==> src/rtl/shift_pkg.sv <==
// Shared types for the sequential shift/rotate engine: operation modes and FSM states.
package shift_pkg;

    // Operation selector; encodings 5..7 are reserved and flagged as errors.
    typedef enum logic [2:0] {
        MODE_LSL  = 3'd0,
        MODE_LSR  = 3'd1,
        MODE_ASR  = 3'd2,
        MODE_ROTL = 3'd3,
        MODE_ROTR = 3'd4
    } shift_mode_t;

    // Control FSM states.
    typedef enum logic [1:0] {
        IDLE  = 2'd0,
        SHIFT = 2'd1,
        DONE  = 2'd2
    } shift_state_t;

    // True for any encoding outside MODE_LSL..MODE_ROTR.
    function automatic logic mode_is_reserved(input logic [2:0] mode);
        return (mode > 3'd4);
    endfunction

endpackage

==> src/rtl/shift_step.sv <==
// Combinational single-step shifter: applies up to STEP bits of one operation per cycle.
module shift_step
    import shift_pkg::*;
#(
    parameter int WIDTH = 8,
    parameter int AMT_W = $clog2(WIDTH) + 1
) (
    input  logic [WIDTH-1:0] i_data,
    input  logic [2:0]       i_mode,
    input  logic [AMT_W-1:0] i_amt,
    input  logic             i_sign,
    output logic [WIDTH-1:0] o_data
);

    localparam logic [WIDTH-1:0] ONES  = '1;
    localparam logic [AMT_W-1:0] W_AMT = AMT_W'(WIDTH);

    logic [AMT_W-1:0] w_inv_amt;
    logic [WIDTH-1:0] w_sign_mask;

    // Select the shifted result; ASR fills the vacated top bits with the latched sign.
    always_comb begin
        w_inv_amt   = W_AMT - i_amt;
        w_sign_mask = (~(ONES >> i_amt)) & {WIDTH{i_sign}};
        case (i_mode)
            MODE_LSL:  o_data = i_data << i_amt;
            MODE_LSR:  o_data = i_data >> i_amt;
            MODE_ASR:  o_data = (i_data >> i_amt) | w_sign_mask;
            MODE_ROTL: o_data = (i_data << i_amt) | (i_data >> w_inv_amt);
            MODE_ROTR: o_data = (i_data >> i_amt) | (i_data << w_inv_amt);
            default:   o_data = i_data;
        endcase
    end

endmodule

==> src/rtl/shift_seq_unit.sv <==
// Multi-cycle shift/rotate engine with valid/ready operand and result handshakes.
module shift_seq_unit
    import shift_pkg::*;
#(
    parameter int WIDTH = 8,
    parameter int STEP  = 1,
    parameter int AMT_W = $clog2(WIDTH) + 1
) (
    input  logic             clk,
    input  logic             rst_n,
    input  logic             in_valid,
    output logic             in_ready,
    input  logic [WIDTH-1:0] in_data,
    input  logic [2:0]       in_mode,
    input  logic [AMT_W-1:0] in_amt,
    output logic             out_valid,
    input  logic             out_ready,
    output logic [WIDTH-1:0] out_data,
    output logic             out_err,
    output logic             busy
);

    localparam logic [AMT_W-1:0] W_AMT    = AMT_W'(WIDTH);
    localparam logic [AMT_W-1:0] STEP_AMT = AMT_W'(STEP);

    shift_state_t     r_state;
    shift_state_t     w_state_next;
    logic [WIDTH-1:0] r_data;
    logic [2:0]       r_mode;
    logic             r_sign;
    logic             r_err;
    logic [AMT_W-1:0] r_rem;

    logic             w_accept;
    logic             w_reserved;
    logic [AMT_W-1:0] w_eff_amt;
    logic [AMT_W-1:0] w_step_amt;
    logic [WIDTH-1:0] w_step_data;

    assign w_accept   = in_valid && (r_state == IDLE);
    assign w_reserved = mode_is_reserved(in_mode);

    // Effective amount: rotates wrap modulo WIDTH, shifts saturate at WIDTH, reserved is a no-op.
    always_comb begin
        if (w_reserved) begin
            w_eff_amt = '0;
        end else if ((in_mode == MODE_ROTL) || (in_mode == MODE_ROTR)) begin
            w_eff_amt = in_amt % W_AMT;
        end else if (in_amt > W_AMT) begin
            w_eff_amt = W_AMT;
        end else begin
            w_eff_amt = in_amt;
        end
    end

    // Bits applied this cycle: the remainder, capped at STEP.
    always_comb begin
        w_step_amt = (r_rem > STEP_AMT) ? STEP_AMT : r_rem;
    end

    shift_step #(
        .WIDTH (WIDTH),
        .AMT_W (AMT_W)
    ) u_step (
        .i_data (r_data),
        .i_mode (r_mode),
        .i_amt  (w_step_amt),
        .i_sign (r_sign),
        .o_data (w_step_data)
    );

    // State register.
    always_ff @(posedge clk or negedge rst_n) begin
        if (!rst_n) begin
            r_state <= IDLE;
        end else begin
            r_state <= w_state_next;
        end
    end

    // Next-state logic; zero-length operations skip straight to DONE.
    always_comb begin
        w_state_next = r_state;
        case (r_state)
            IDLE: begin
                if (w_accept) begin
                    w_state_next = (w_eff_amt == '0) ? DONE : SHIFT;
                end
            end
            SHIFT: begin
                if (r_rem <= STEP_AMT) begin
                    w_state_next = DONE;
                end
            end
            DONE: begin
                if (out_ready) begin
                    w_state_next = IDLE;
                end
            end
            default: w_state_next = IDLE;
        endcase
    end

    // Handshake and status outputs decoded from the state.
    always_comb begin
        in_ready  = (r_state == IDLE);
        out_valid = (r_state == DONE);
        busy      = (r_state != IDLE);
    end

    // Operand capture on accept, then one step per cycle while shifting.
    always_ff @(posedge clk or negedge rst_n) begin
        if (!rst_n) begin
            r_data <= '0;
            r_mode <= 3'd0;
            r_sign <= 1'b0;
            r_err  <= 1'b0;
            r_rem  <= '0;
        end else if (w_accept) begin
            r_data <= in_data;
            r_mode <= in_mode;
            r_sign <= in_data[WIDTH-1];
            r_err  <= w_reserved;
            r_rem  <= w_eff_amt;
        end else if (r_state == SHIFT) begin
            r_data <= w_step_data;
            r_rem  <= r_rem - w_step_amt;
        end
    end

    assign out_data = r_data;
    assign out_err  = r_err;

endmodule

==> config.mk <==
export PLATFORM = sky130hd
export DESIGN_NAME = shift_seq_unit
export DESIGN_NICKNAME = d
export VERILOG_FILES = /design/src/rtl/shift_pkg.sv /design/src/rtl/shift_step.sv /design/src/rtl/shift_seq_unit.sv
export SDC_FILE = /design/constraint.sdc
export NUM_CORES = 1
export LEC_CHECK = 0
export BUFFER_PORTS_ARGS = -buffer_cell sky130_fd_sc_hd__buf_2
export CAP_MARGIN = 20
export CORE_UTILIZATION = 55
export DETAILED_ROUTE_END_ITERATION = 6
export PLACE_DENSITY = 0.8
export SLEW_MARGIN = 40
export SYNTH_ARGS = -nofsm -noshare
export SYNTH_HDL_FRONTEND = slang
export SYNTH_SLANG_ARGS = --single-unit
==> constraint.sdc <==
create_clock -name clk -period 3.5 [get_ports clk]
set_input_delay 0.7 -clock clk [delete_from_list [all_inputs] [get_ports clk]]
set_output_delay 0.7 -clock clk [all_outputs]
set_load 0.01 [all_outputs]
After elaboration in Yosys (flattened, before gate mapping)
Cells that the tools add are included.
{"block": "totals", "regBits": 19, "wordCells": 57, "in_bits": 19, "output_inout_bits": 12}
{"block": "op_classes", "eq_ne": 11, "shifts": 5, "bitwise_logic": 5, "n_lt_le_gt_ge": 4, "add_sub_neg": 2, "n_reduce_logical": 10, "muxes": 14}
{"cell": "one-hot mux 8 bit (5 select lines)", "count": 1}
{"cell": "two-way mux 4 bit", "count": 6}
{"cell": "bitwise OR 8 bit", "count": 3}
{"cell": "two-way mux 8 bit", "count": 2}
{"cell": "left shift 8 x 4 -> 8 bit", "count": 2}
{"cell": "right shift 8 x 4 -> 8 bit", "count": 2}
{"cell": "== test 3 x 2 -> 1 bit (second input constant)", "count": 3}
{"cell": "AND 8 bit", "count": 1}
{"cell": "two-way mux 2 bit", "count": 4}
{"cell": "NOT 8 bit", "count": 1}
{"cell": "right shift 8 x 4 -> 8 bit (first input constant)", "count": 1}
{"cell": "== test 3 bit (second input constant)", "count": 2}
{"cell": "one-hot mux 2 bit (3 select lines)", "count": 1}
{"cell": "nonzero test 6 bit", "count": 1}
{"cell": "> comparator 4 x 1 -> 1 bit (second input constant)", "count": 1}
{"cell": "> comparator 4 bit (second input constant)", "count": 1}
{"cell": "<= comparator 4 x 1 -> 1 bit (second input constant)", "count": 1}
{"cell": "logical NOT 4 bit", "count": 1}
{"cell": "!= test 2 x 1 -> 1 bit (second input constant)", "count": 2}
{"cell": "nonzero test 2 bit", "count": 2}
{"cell": "subtractor 4 bit", "count": 1}
{"cell": "subtractor 4 bit (first input constant)", "count": 1}
{"cell": "== test 3 x 1 -> 1 bit (second input constant)", "count": 1}
{"cell": "> comparator 3 bit (second input constant)", "count": 1}
{"cell": "other kinds (9)", "count": 9}

Longest topological paths before layout
{"block": "logic_depth", "word_depth": 9, "depth_mapped": 12, "mapped_depth_nobuf": 9}

Hierarchy
A second synthesis with hierarchy kept.
{"block": "hier_totals", "hier_cells": 326, "hier_area_um2": 2625.0}
{"module": "shift_step", "area_each_um2": 1646.6, "seq_area_each_um2": 0.0, "cells_each": 231, "n_inst": 1}
{"module": "shift_seq_unit", "area_each_um2": 978.4, "seq_area_each_um2": 475.5, "cells_each": 95, "n_inst": 1}

Worst setup path before layout
No wires, ideal clock.
{"block": "synth_path", "path_kind": "flip-flop to flip-flop", "from": "register r_rem[0]", "to": "register r_data[5] (netlist: out_data[5])", "setup_slack_ns": 0.786, "period_less_slack_ns": 2.714, "required_ns": 3.361, "stages_incl_launch_ff": 11, "setup_time_ns": 0.139, "path_buffers": 3, "arrival_ns": 2.575, "path_cell_list": "dfrtp_1 > or4_4 > buf_6 > inv_1 > buf_2 > ha_1 > ha_1 > buf_4 > a21oi_1 > nor4b_1 > or4_1"}
{"block": "synth_between", "elab_chain_len": 9, "elab_cells_between_ends": 16, "classes_between": "add/sub (1); order compare (1); shift (5); mux (4); bitwise (5)"}
{"element": "start, declared", "line_no": "shift_seq_unit.sv:32", "source": "logic [AMT_W-1:0] r_rem;"}
{"element": "start signal, assigned", "line_no": "shift_seq_unit.sv:124", "source": "r_rem <= w_eff_amt;"}
{"element": "start signal, assigned", "line_no": "shift_seq_unit.sv:127", "source": "r_rem <= r_rem - w_step_amt;"}
{"element": "> comparator 4 x 1 -> 1 bit", "line_no": "shift_seq_unit.sv:58", "source": "w_step_amt = (r_rem > STEP_AMT) ? STEP_AMT : r_rem;"}
{"element": "two-way mux 4 bit (*)", "line_no": "shift_seq_unit.sv:58"}
{"element": "branches (longest 4 deep; another with subtractor 4 bit)"}
{"element": "one-hot mux 8 bit (5 select lines) (*)", "line_no": "shift_step.sv:25", "source": "case (i_mode)"}
{"element": "two-way mux 8 bit (*)", "line_no": "shift_seq_unit.sv:125", "source": "end else if (r_state == SHIFT) begin"}
{"element": "two-way mux 8 bit (*)", "line_no": "shift_seq_unit.sv:119", "source": "end else if (w_accept) begin"}
{"element": "end signal, assigned", "line_no": "shift_seq_unit.sv:120", "source": "r_data <= in_data;"}
{"element": "end signal, assigned", "line_no": "shift_seq_unit.sv:126", "source": "r_data <= w_step_data;"}
{"element": "end, declared", "line_no": "shift_seq_unit.sv:28", "source": "logic [WIDTH-1:0] r_data;"}
Mark *: on every way between the ends. The select of a mux whose other input is x is not followed.
A chain may end at the register's enable or synchronous reset.

Final worst setup path
Same ends and word-level chain as after synthesis.

==> run metrics <==
CTS tree built; max-slew violation count 0; I/O Buffers 30; 1st-pass router iterations 5; R2R Setup Slk 780 ps; # diodes 0; most common cell after layout, fill and taps aside buf_2; Clock Tree Root clkbuf_4; Post-CTS Hold Fix Bufs 0; GRT Total Usage 28.2%; Worst Tran Pin Value 539 ps; grt total ovfl 0; RSZ-0062 raised after global routing false; status finished clean; Synth area leader dfrtp_1; DR vias/cell 6.75; Setup Buffers After CTS 0; Synth Instances 199; initial antenna violation count 0; asr flop ratio synth 100%; CTS Buf Count 3; CP max-delay cell or4_4; clk slew on worst S/H paths 110 ps; core outline area 0.00278 mm^2; leak pwr 0.000799 uW; Netlist cell types 56; syn avg cell area 8.17 um^2; Hold Vio Cnt, Final 0; drt total wl 4260 um; Seq/Total Area, Yosys 29.3%; CP arrival 2910 ps; CP Cell Sequence or4_4 -> inv_1 -> ha_1 -> ha_1 -> a21oi_1 -> nor4b_1 -> or4_1; Initial Util 58.4%; post-DP HPWL 3200 um; Hold Crit Class input pin to async pin; Setup crit start kind flip-flop; Worst path most repeated cell ha_1; Worst Path Max Fanout 18; wire per inst 16.8 um; GPL Wtd Cong 1.03; share of cells above drive strength 1 21.5%; pwr/cell area 1020 mW/mm^2; die footprint 0.00318 mm^2; Die H 56.4 um; CP Capture Type flip-flop; delay-heaviest family, CP simple AND/OR/NAND/NOR gates; critical path required time 3690 ps; Iter 0 DRT Violations 112; Main synth FF type dfrtp_1; max-cap check violation count 0; WS Path Type flip-flop to flip-flop; most frequent cells in the layout buf_2, dfrtp_1, nand2_1, nor2_1, o21ai_0; VDD IR max 0.694 mV; Tcrit/Tclk final 77.6%; Final Net Count 248; CP Buf/Inv Count 1; Final Skew 11.4 ps; I/O pins 31; worst-skew pair later-pin latency 300 ps; Row Count 19; Die Span X 56.4 um; Syn-to-layout area delta 9.47%; largest stage delay on the critical path 630 ps; number of global-route vias before repair 1578; CTS sink count 19; clock buffer depth 2; post_cts resized 0; relative slew slack 64.1%; Antenna Nets Post-Route 0; Max Clk Rate 0.368 GHz; EDFF count, synth 0; largest net degree at the start of global routing 20; H-tree depth 1; Final min period 2720 ps; top cells by area, synth dfrtp_1, ha_1, mux2i_1; Yosys reg bits 19; Util after Layout 64.0%; Setup TNS Final 0 ps; top-area cell type share of the netlist area 29.3%; Post-route DRC 0; Vias 1715; Setup-failing EPs final 0; synth warn 0; Post-Synthesis Cell Area 0.00163 mm^2; first-pass GRT wire length 7070 um
cells by family (layout without fill, tap and decap cells):
logic type      count (synthesis)  after routing  share of synthesized area (%)
flops                          19             19                           29.3
xor+xnor                        2              2                           1.08
mux                            12             12                           8.70
compound gates                 62             62                           25.4
buf+inv                        23             45                           7.24
simple gates                   74             74                           24.0
other cells                     2              4                          0.462
fa+ha+maj                       5              5                           3.85
cell usage after synthesis (all sizes together), types with 4 or more instances:
master  count
mux2        4
a21oi       9
nand2      15
nand3       7
o22ai       9
inv         9
o21ai      11
a31oi       9
nor2       15
dfrtp      19
clkbuf      6
mux2i       7
ha          5
nor3        9
buf         8
nor2b       7
state kept, by name, summed over array words and instances, names as in the netlist:
name and count:
out_data 8, r_rem 4, r_mode 3, r_state 2, out_err 1, r_sign 1
area by class of cell:
class	count	area, um^2
Fill cell	239	1000
Multi-Input combinational cell	159	1040
Sequential cell	19	475
Clock buffer	4	26.3
Tap cell	31	38.8
Inverter	9	33.8
Timing Repair Buffer	32	165
worst paths after layout:
path / startpoint / end / cells after the start
worst max-delay path: r_rem[0] / out_data[5] / 7
worst min-delay path: rst_n / out_data[6] / 1
worst max register to register: r_rem[0] / out_data[5] / 7
worst min register to register: out_err / out_err / 2
max in group asynchronous: rst_n / out_data[7] / 1
min in group clk: out_err / out_err / 2
power breakdown:
| part | internal, uW | switching [uW] |
|---|---|---|
| sequential | 327 | 234 |
| combinational | 517 | 624 |
| clock | 44.4 | 68.0 |
through the flow:
| step | std cells | area (um^2) | total power (uW) | hold WS [ps] | setup slack, ps |
|---|---|---|---|---|---|
| after global placement | 250 | 1750 | 1650 | 467 | 897 |
| after detailed placement | 250 | 1750 | 1670 | 474 | 819 |
| final | 254 | 1780 | 1810 | 313 | 784 |
| after global routing | 254 | 1780 | 1950 | 359 | 601 |
| after floorplan | 201 | 1630 | 1400 | 404 | 786 |
| after CTS | 254 | 1780 | 1790 | 339 | 808 |
metal layers:
metal  vias to the layer above  GRT usage, %  wire length, um
met5                         -             0                0
li1                        794             -                -
met4                         0          9.06               96
met3                        18          6.91              351
met1                       806          36.3             1830
met2                        97          46.6             1980
Power figures use the tool's default switching activity.
